<file path="config.mk">
export PLATFORM = sky130hd
export DESIGN_NAME = arith_req_arbiter_flat
export DESIGN_NICKNAME = d
export VERILOG_FILES = /design/src/rtl/arith_req_arbiter_if.sv /design/src/rtl/arith_req_arbiter.sv /design/src/flat_wrapper.sv
export SDC_FILE = /design/constraint.sdc
export NUM_CORES = 1
export LEC_CHECK = 0
export BUFFER_PORTS_ARGS = -buffer_cell sky130_fd_sc_hd__buf_2
export CORE_MARGIN = 4
export CORE_UTILIZATION = 31
export CTS_CLUSTER_DIAMETER = 150
export DETAILED_ROUTE_END_ITERATION = 8
export GPL_TIMING_DRIVEN = 0
export PLACE_DENSITY_LB_ADDON = 0.15
export SYNTH_ARGS = -nofsm -noshare
export SYNTH_HDL_FRONTEND = slang
export SYNTH_SLANG_ARGS = --single-unit
</file>
<file path="constraint.sdc">
create_clock -name clk -period 2.8 [get_ports clk]
set_input_delay 0.42 -clock clk [delete_from_list [all_inputs] [get_ports clk]]
set_output_delay 0.42 -clock clk [all_outputs]
set_load 0.005 [all_outputs]
</file>
<file path="src/rtl/arith_req_arbiter_if.sv">
// Request/response bundle between two requesters, the shared arithmetic unit and its consumer.
// The master side is the requester/consumer; the slave side is the arbiter.
interface arith_req_arbiter_if #(
    parameter int W = 8
);
    logic         req0_valid;
    logic         req0_ready;
    logic [2:0]   req0_op;
    logic [W-1:0] req0_ina;
    logic [W-1:0] req0_inb;
    logic         req1_valid;
    logic         req1_ready;
    logic [2:0]   req1_op;
    logic [W-1:0] req1_ina;
    logic [W-1:0] req1_inb;
    logic         rsp_valid;
    logic         rsp_ready;
    logic         rsp_id;
    logic [W:0]   rsp_data;
    logic         rsp_err;
    logic         busy;

    modport master (
        output req0_valid, req0_op, req0_ina, req0_inb,
        output req1_valid, req1_op, req1_ina, req1_inb,
        output rsp_ready,
        input  req0_ready, req1_ready,
        input  rsp_valid, rsp_id, rsp_data, rsp_err, busy
    );

    modport slave (
        input  req0_valid, req0_op, req0_ina, req0_inb,
        input  req1_valid, req1_op, req1_ina, req1_inb,
        input  rsp_ready,
        output req0_ready, req1_ready,
        output rsp_valid, rsp_id, rsp_data, rsp_err, busy
    );
endinterface

</file>
<file path="src/rtl/arith_req_arbiter.sv">
// Round-robin arbiter sharing one add/shift/compare/xor datapath between two requesters.
// Each accepted request is executed in one cycle and held on the response channel until taken.
module arith_req_arbiter #(
    parameter int W       = 8,
    parameter bit RR_INIT = 1'b0
) (
    input  logic               clk,
    input  logic               rst_n,
    arith_req_arbiter_if.slave bus
);

    typedef enum logic [1:0] {
        IDLE = 2'd0,
        EXEC = 2'd1,
        RESP = 2'd2
    } state_t;

    localparam logic [2:0]   OP_ADD = 3'd0;
    localparam logic [2:0]   OP_SHL = 3'd1;
    localparam logic [2:0]   OP_LT  = 3'd2;
    localparam logic [2:0]   OP_EQ  = 3'd3;
    localparam logic [2:0]   OP_XOR = 3'd4;
    localparam logic [W-1:0] SHIFT_LIMIT = W'(W);

    state_t       state_q, state_d;
    logic         rrPtr_q, rrPtr_d;
    logic         id_q, id_d;
    logic [2:0]   op_q, op_d;
    logic [W-1:0] ina_q, ina_d;
    logic [W-1:0] inb_q, inb_d;
    logic [W:0]   rspData_q, rspData_d;
    logic         rspErr_q, rspErr_d;

    logic         anyValid;
    logic         grantId;
    logic         req0Ready;
    logic         req1Ready;
    logic [W-1:0] shifted;
    logic [W:0]   result;
    logic         resultErr;

    // Round-robin pointer only breaks ties; a lone requester always wins.
    assign anyValid = bus.req0_valid | bus.req1_valid;
    assign grantId  = (bus.req0_valid & bus.req1_valid) ? rrPtr_q : bus.req1_valid;

    always_comb begin
        shifted   = ina_q << inb_q;
        result    = '0;
        resultErr = 1'b0;
        case (op_q)
            OP_ADD: result = {1'b0, ina_q} + {1'b0, inb_q};
            OP_SHL: if (inb_q < SHIFT_LIMIT) result = {1'b0, shifted};
            OP_LT:  result[0] = (ina_q < inb_q);
            OP_EQ:  result[0] = (ina_q == inb_q);
            OP_XOR: result[0] = ^ina_q;
            default: resultErr = 1'b1;
        endcase
    end

    always_ff @(posedge clk or negedge rst_n) begin
        if (!rst_n) begin
            state_q   <= IDLE;
            rrPtr_q   <= RR_INIT;
            id_q      <= 1'b0;
            op_q      <= '0;
            ina_q     <= '0;
            inb_q     <= '0;
            rspData_q <= '0;
            rspErr_q  <= 1'b0;
        end else begin
            state_q   <= state_d;
            rrPtr_q   <= rrPtr_d;
            id_q      <= id_d;
            op_q      <= op_d;
            ina_q     <= ina_d;
            inb_q     <= inb_d;
            rspData_q <= rspData_d;
            rspErr_q  <= rspErr_d;
        end
    end

    always_comb begin
        state_d   = state_q;
        rrPtr_d   = rrPtr_q;
        id_d      = id_q;
        op_d      = op_q;
        ina_d     = ina_q;
        inb_d     = inb_q;
        rspData_d = rspData_q;
        rspErr_d  = rspErr_q;
        req0Ready = 1'b0;
        req1Ready = 1'b0;
        case (state_q)
            IDLE: begin
                if (anyValid) begin
                    req0Ready = ~grantId;
                    req1Ready = grantId;
                    id_d      = grantId;
                    op_d      = grantId ? bus.req1_op  : bus.req0_op;
                    ina_d     = grantId ? bus.req1_ina : bus.req0_ina;
                    inb_d     = grantId ? bus.req1_inb : bus.req0_inb;
                    rrPtr_d   = ~grantId;
                    state_d   = EXEC;
                end
            end
            EXEC: begin
                rspData_d = result;
                rspErr_d  = resultErr;
                state_d   = RESP;
            end
            RESP: begin
                if (bus.rsp_ready) state_d = IDLE;
            end
            default: state_d = IDLE;
        endcase
    end

    assign bus.req0_ready = req0Ready;
    assign bus.req1_ready = req1Ready;
    assign bus.rsp_valid  = (state_q == RESP);
    assign bus.rsp_id     = id_q;
    assign bus.rsp_data   = rspData_q;
    assign bus.rsp_err    = rspErr_q;
    assign bus.busy       = (state_q != IDLE);

endmodule

</file>
<file path="src/flat_wrapper.sv">
// flat-port wrapper written by rule: the top's interface ports become plain ports
module arith_req_arbiter_flat 
#(
    parameter int W       = 8,
    parameter bit RR_INIT = 1'b0
)
  (clk, rst_n, bus_req0_valid, bus_req0_op, bus_req0_ina, bus_req0_inb, bus_req1_valid, bus_req1_op, bus_req1_ina, bus_req1_inb, bus_rsp_ready, bus_req0_ready, bus_req1_ready, bus_rsp_valid, bus_rsp_id, bus_rsp_data, bus_rsp_err, bus_busy);
  arith_req_arbiter_if #(.W(W)) bus_i ();
  input  logic clk;
  input  logic rst_n;
  input wire logic [$bits(bus_i.req0_valid)-1:0] bus_req0_valid;
  input wire logic [$bits(bus_i.req0_op)-1:0] bus_req0_op;
  input wire logic [$bits(bus_i.req0_ina)-1:0] bus_req0_ina;
  input wire logic [$bits(bus_i.req0_inb)-1:0] bus_req0_inb;
  input wire logic [$bits(bus_i.req1_valid)-1:0] bus_req1_valid;
  input wire logic [$bits(bus_i.req1_op)-1:0] bus_req1_op;
  input wire logic [$bits(bus_i.req1_ina)-1:0] bus_req1_ina;
  input wire logic [$bits(bus_i.req1_inb)-1:0] bus_req1_inb;
  input wire logic [$bits(bus_i.rsp_ready)-1:0] bus_rsp_ready;
  output wire logic [$bits(bus_i.req0_ready)-1:0] bus_req0_ready;
  output wire logic [$bits(bus_i.req1_ready)-1:0] bus_req1_ready;
  output wire logic [$bits(bus_i.rsp_valid)-1:0] bus_rsp_valid;
  output wire logic [$bits(bus_i.rsp_id)-1:0] bus_rsp_id;
  output wire logic [$bits(bus_i.rsp_data)-1:0] bus_rsp_data;
  output wire logic [$bits(bus_i.rsp_err)-1:0] bus_rsp_err;
  output wire logic [$bits(bus_i.busy)-1:0] bus_busy;
  assign bus_i.req0_valid = bus_req0_valid;
  assign bus_i.req0_op = bus_req0_op;
  assign bus_i.req0_ina = bus_req0_ina;
  assign bus_i.req0_inb = bus_req0_inb;
  assign bus_i.req1_valid = bus_req1_valid;
  assign bus_i.req1_op = bus_req1_op;
  assign bus_i.req1_ina = bus_req1_ina;
  assign bus_i.req1_inb = bus_req1_inb;
  assign bus_i.rsp_ready = bus_rsp_ready;
  assign bus_req0_ready = bus_i.req0_ready;
  assign bus_req1_ready = bus_i.req1_ready;
  assign bus_rsp_valid = bus_i.rsp_valid;
  assign bus_rsp_id = bus_i.rsp_id;
  assign bus_rsp_data = bus_i.rsp_data;
  assign bus_rsp_err = bus_i.rsp_err;
  assign bus_busy = bus_i.busy;
  arith_req_arbiter #(.W(W), .RR_INIT(RR_INIT)) u_core (.clk(clk), .rst_n(rst_n), .bus(bus_i));
endmodule
</file>
==> flow_summary.yaml <==
status:
  status: "complete, no violations"
drt:
  drc_errors: 0
  route.vias.total: 2030
  via_per_inst: 5.14
  detail-route-antenna-nets: 0
  wl_per_cell_um: 16.1
  drt-pass1-iter-count: 7
  drtIter0Drc: 195
  finalWirelength_um: 6370
placement:
  gp_congestion: 0.840
  dp_hpwl_um: 4880
  portBuffers: 57
  dp_slack_ns: 0.262
pwr:
  p_leak_nw: 1.38
  ir_drop_mv: 0.504
  power_per_cell_area_nw_per_um2: 1260
cells_and_area:
  drive_above_1_share: 0.251
  layout.nets: 358
  diodes: 0
  final_util: 0.401
  syn2layout_area_growth_pct: 23.5
global_route:
  grt_pass1_vias: 2106
  grt_usage: 0.154
  grt_max_degree: 34
  grt_pass1_wl_um: 10600
  antenna_found_initial: 0
  gr-total-overflow: 0
synthesis:
  ys_types: 49
  post_synth_xor_area_fraction: 0.0430
  synth.largest_area_cell: "dfrtp_1"
  synth_fa_ha_area_frac: 0.0982
  synth_top_area_frac: 0.368
  synth_simple_gate_area_frac: 0.122
  synth_top_family_by_area: "compound AO/OA/AOI/OAI gates"
  synth_edf_count: 0
  ys_seq_area_frac: 0.368
  synthFlopType: "dfrtp_1"
  yosys-top-cells-area: "dfrtp_1 (37%), ha_1 (8.9%), a222oi_1 (8.5%), inv_1 (5.7%), xnor2_1 (3.5%)"
  yosys_warnings: 0
  synth_mux_area_frac: 0.0575
  synthArstFlopShare: 1.00
  syn_inst: 234
  ys_ff_latch: 33
  syn_area_sq_um: 2240
  synth-compound-area-share: 0.228
  synth_area_per_cell_sq_um: 9.58
  syn-num-nets: 294
critical_path:
  crit_path_end_kind: "register"
  crit_type: "register to register"
  rr_startpoint: "u_core.inb_q[1]"
  crit_path_max_fanout: 9
  ff2ff_path_depth: 7
  reg2reg_slack_ns: 0.33
  reg2reg_to: "u_core.bus.rsp_data[5]"
  cp.required_ns: 3.01
  worstPathArrival_ns: 2.68
  start_kind: "register"
clock_tree:
  cts_tree: "yes"
  clock-sinks: 33
  h-tree-depth: 2
  numCtsBuffers: 5
  postCtsHoldBufs: 0
  clock_latency_ns: 0.30
  clkTransAtPathRegs_ns: 0.08
  cts_buffer_depth: 2
  cts_setup_buffers: 0
  cts_root_buffer: "clkbuf_8"
  cts_resized: 0
timing:
  slew_headroom: 0.480
  holdWs_ns: 0.171
  hold_violations: 0
  max_freq_ghz: 0.405
  worstMarginPinSlew_ns: 0.774
  setup_viol: 0
  rsz0062_at_grt: "no"
  period_minus_slack_ns: 2.47
  slew_viol_final: 0
  min_period_over_period: 0.882
  setup_slack_ns: 0.331
  finalClockSkew_ns: 0.00847
  finalSetupTns_ns: 0
floorplanning:
  start_util: 0.325
  row_count: 30
  num_io_pins: 58
  die_w_um: 93.0
  fp.coreArea_sq_um: 6910
  die_h_um: 93.0
  fp.dieArea_sq_um: 8660
job:
  drv_cap: 0
min_path:
  hold_path.class: "input pin to async pin"
## worst max-delay path, cell delays in order (launching register included)
cell and delay, ns:
dfrtp_1 0.63, clkinv_1 0.34, ha_1 0.40, nor3b_1 0.31
nor3_1 0.13, o31ai_1 0.25, xnor2_1 0.11, o31ai_1 0.20
## sequential cells by signal, indices dropped and copies added, names as in the netlist
signal	flops
u_core.bus.rsp_id	1
u_core.inb_q	8
u_core.rrPtr_q	1
u_core.op_q	3
u_core.state_q	2
u_core.bus.rsp_data	9
u_core.bus.rsp_err	1
u_core.ina_q	8
## cell type report
class | count | area, sq um
Tap cell | 96 | 120
Timing Repair Buffer | 57 | 285
Clock inverter | 2 | 37.5
Fill cell | 729 | 4140
Clock buffer | 6 | 82.6
Inverter | 35 | 131
Multi-Input combinational cell | 154 | 1230
Sequential cell | 33 | 826
Buffer | 12 | 56.3
## power by group
group	switching [mW]	internal (mW)
Clock	0.205	0.290
Sequential	0.306	0.698
Combinational	1.09	0.909
Total	1.60	1.90
## layer usage
metal / wire length (um) / vias to the layer above / global-route usage / share of wire
met5: 0 / - / 0 / 0
li1: - / 1001 / - / -
met2: 2770 / 79 / 0.241 / 0.44
met1: 3070 / 943 / 0.216 / 0.48
met3: 428 / 7 / 0.0298 / 0.067
met4: 93 / 0 / 0.0476 / 0.015
## logic make-up after synthesis
| family | Yosys count |
|---|---|
| AOI/OAI and AO/OA | 63 |
| adders and majority gates | 17 |
| and+or+nand+nor | 54 |
| xor gates and xnor gates | 11 |
| DFF | 33 |
| muxes | 9 |
| buffers and inverters | 47 |
## cells in the final DEF, fill, tap and decap left out, types with 3 or more instances in the layout
cell type	Yosys	final
o21ai_0	9	9
inv_1	34	34
nand2_1	12	12
nor3_1	5	5
nor2b_1	6	6
clkbuf_1	9	8
mux4_2	3	3
mux2i_1	5	5
a21oi_1	6	6
o31ai_1	5	5
clkbuf_8	0	6
xnor2_1	9	9
ha_1	16	16
a22o_1	4	4
nor2_1	10	10
a222oi_1	19	19
buf_2	1	58
dfrtp_1	33	33
nand3_1	9	9
a21o_1	3	3
## stage by stage
| stage | total power [mW] | cell area, sq um | cells |
|---|---|---|---|
| 5_1_grt | 3.80 | 2770 | 395 |
| 2_1_floorplan | 2.41 | 2240 | 234 |
| 6_report | 3.50 | 2770 | 395 |
| 4_1_cts | 3.50 | 2770 | 395 |
| 3_3_place_gp | 2.99 | 2650 | 387 |
| 3_5_place_dp | 3.00 | 2650 | 387 |
## synthesized netlist by cell type (all sizes together) (3+ instances only)
cell,n
clkbuf,10
mux4,3
dfrtp,33
o31ai,5
mux2i,5
nand3,9
o21ai,9
nand2,12
a222oi,19
nor2b,6
ha,16
a22o,4
nor3,5
a21oi,6
a21o,3
inv,34
xnor2,9
nor2,10
## how the worst max path moves through the flow
| stage | start | to | slack, ns | cells past startpoint |
|---|---|---|---|---|
| after floorplan | u_core.inb_q[2] | u_core.bus.rsp_data[5] | 0.69 | 8 |
| after global placement | u_core.inb_q[2] | u_core.bus.rsp_data[5] | 0.30 | 8 |
| after detailed placement | u_core.inb_q[2] | u_core.bus.rsp_data[5] | 0.26 | 8 |
| after CTS | u_core.inb_q[2] | u_core.bus.rsp_data[5] | 0.25 | 8 |
| after global routing | u_core.inb_q[1] | u_core.bus.rsp_data[5] | 0.11 | 7 |
| final | u_core.inb_q[1] | u_core.bus.rsp_data[5] | 0.33 | 7 |
No activity file was read; power rests on OpenSTA's default activity.
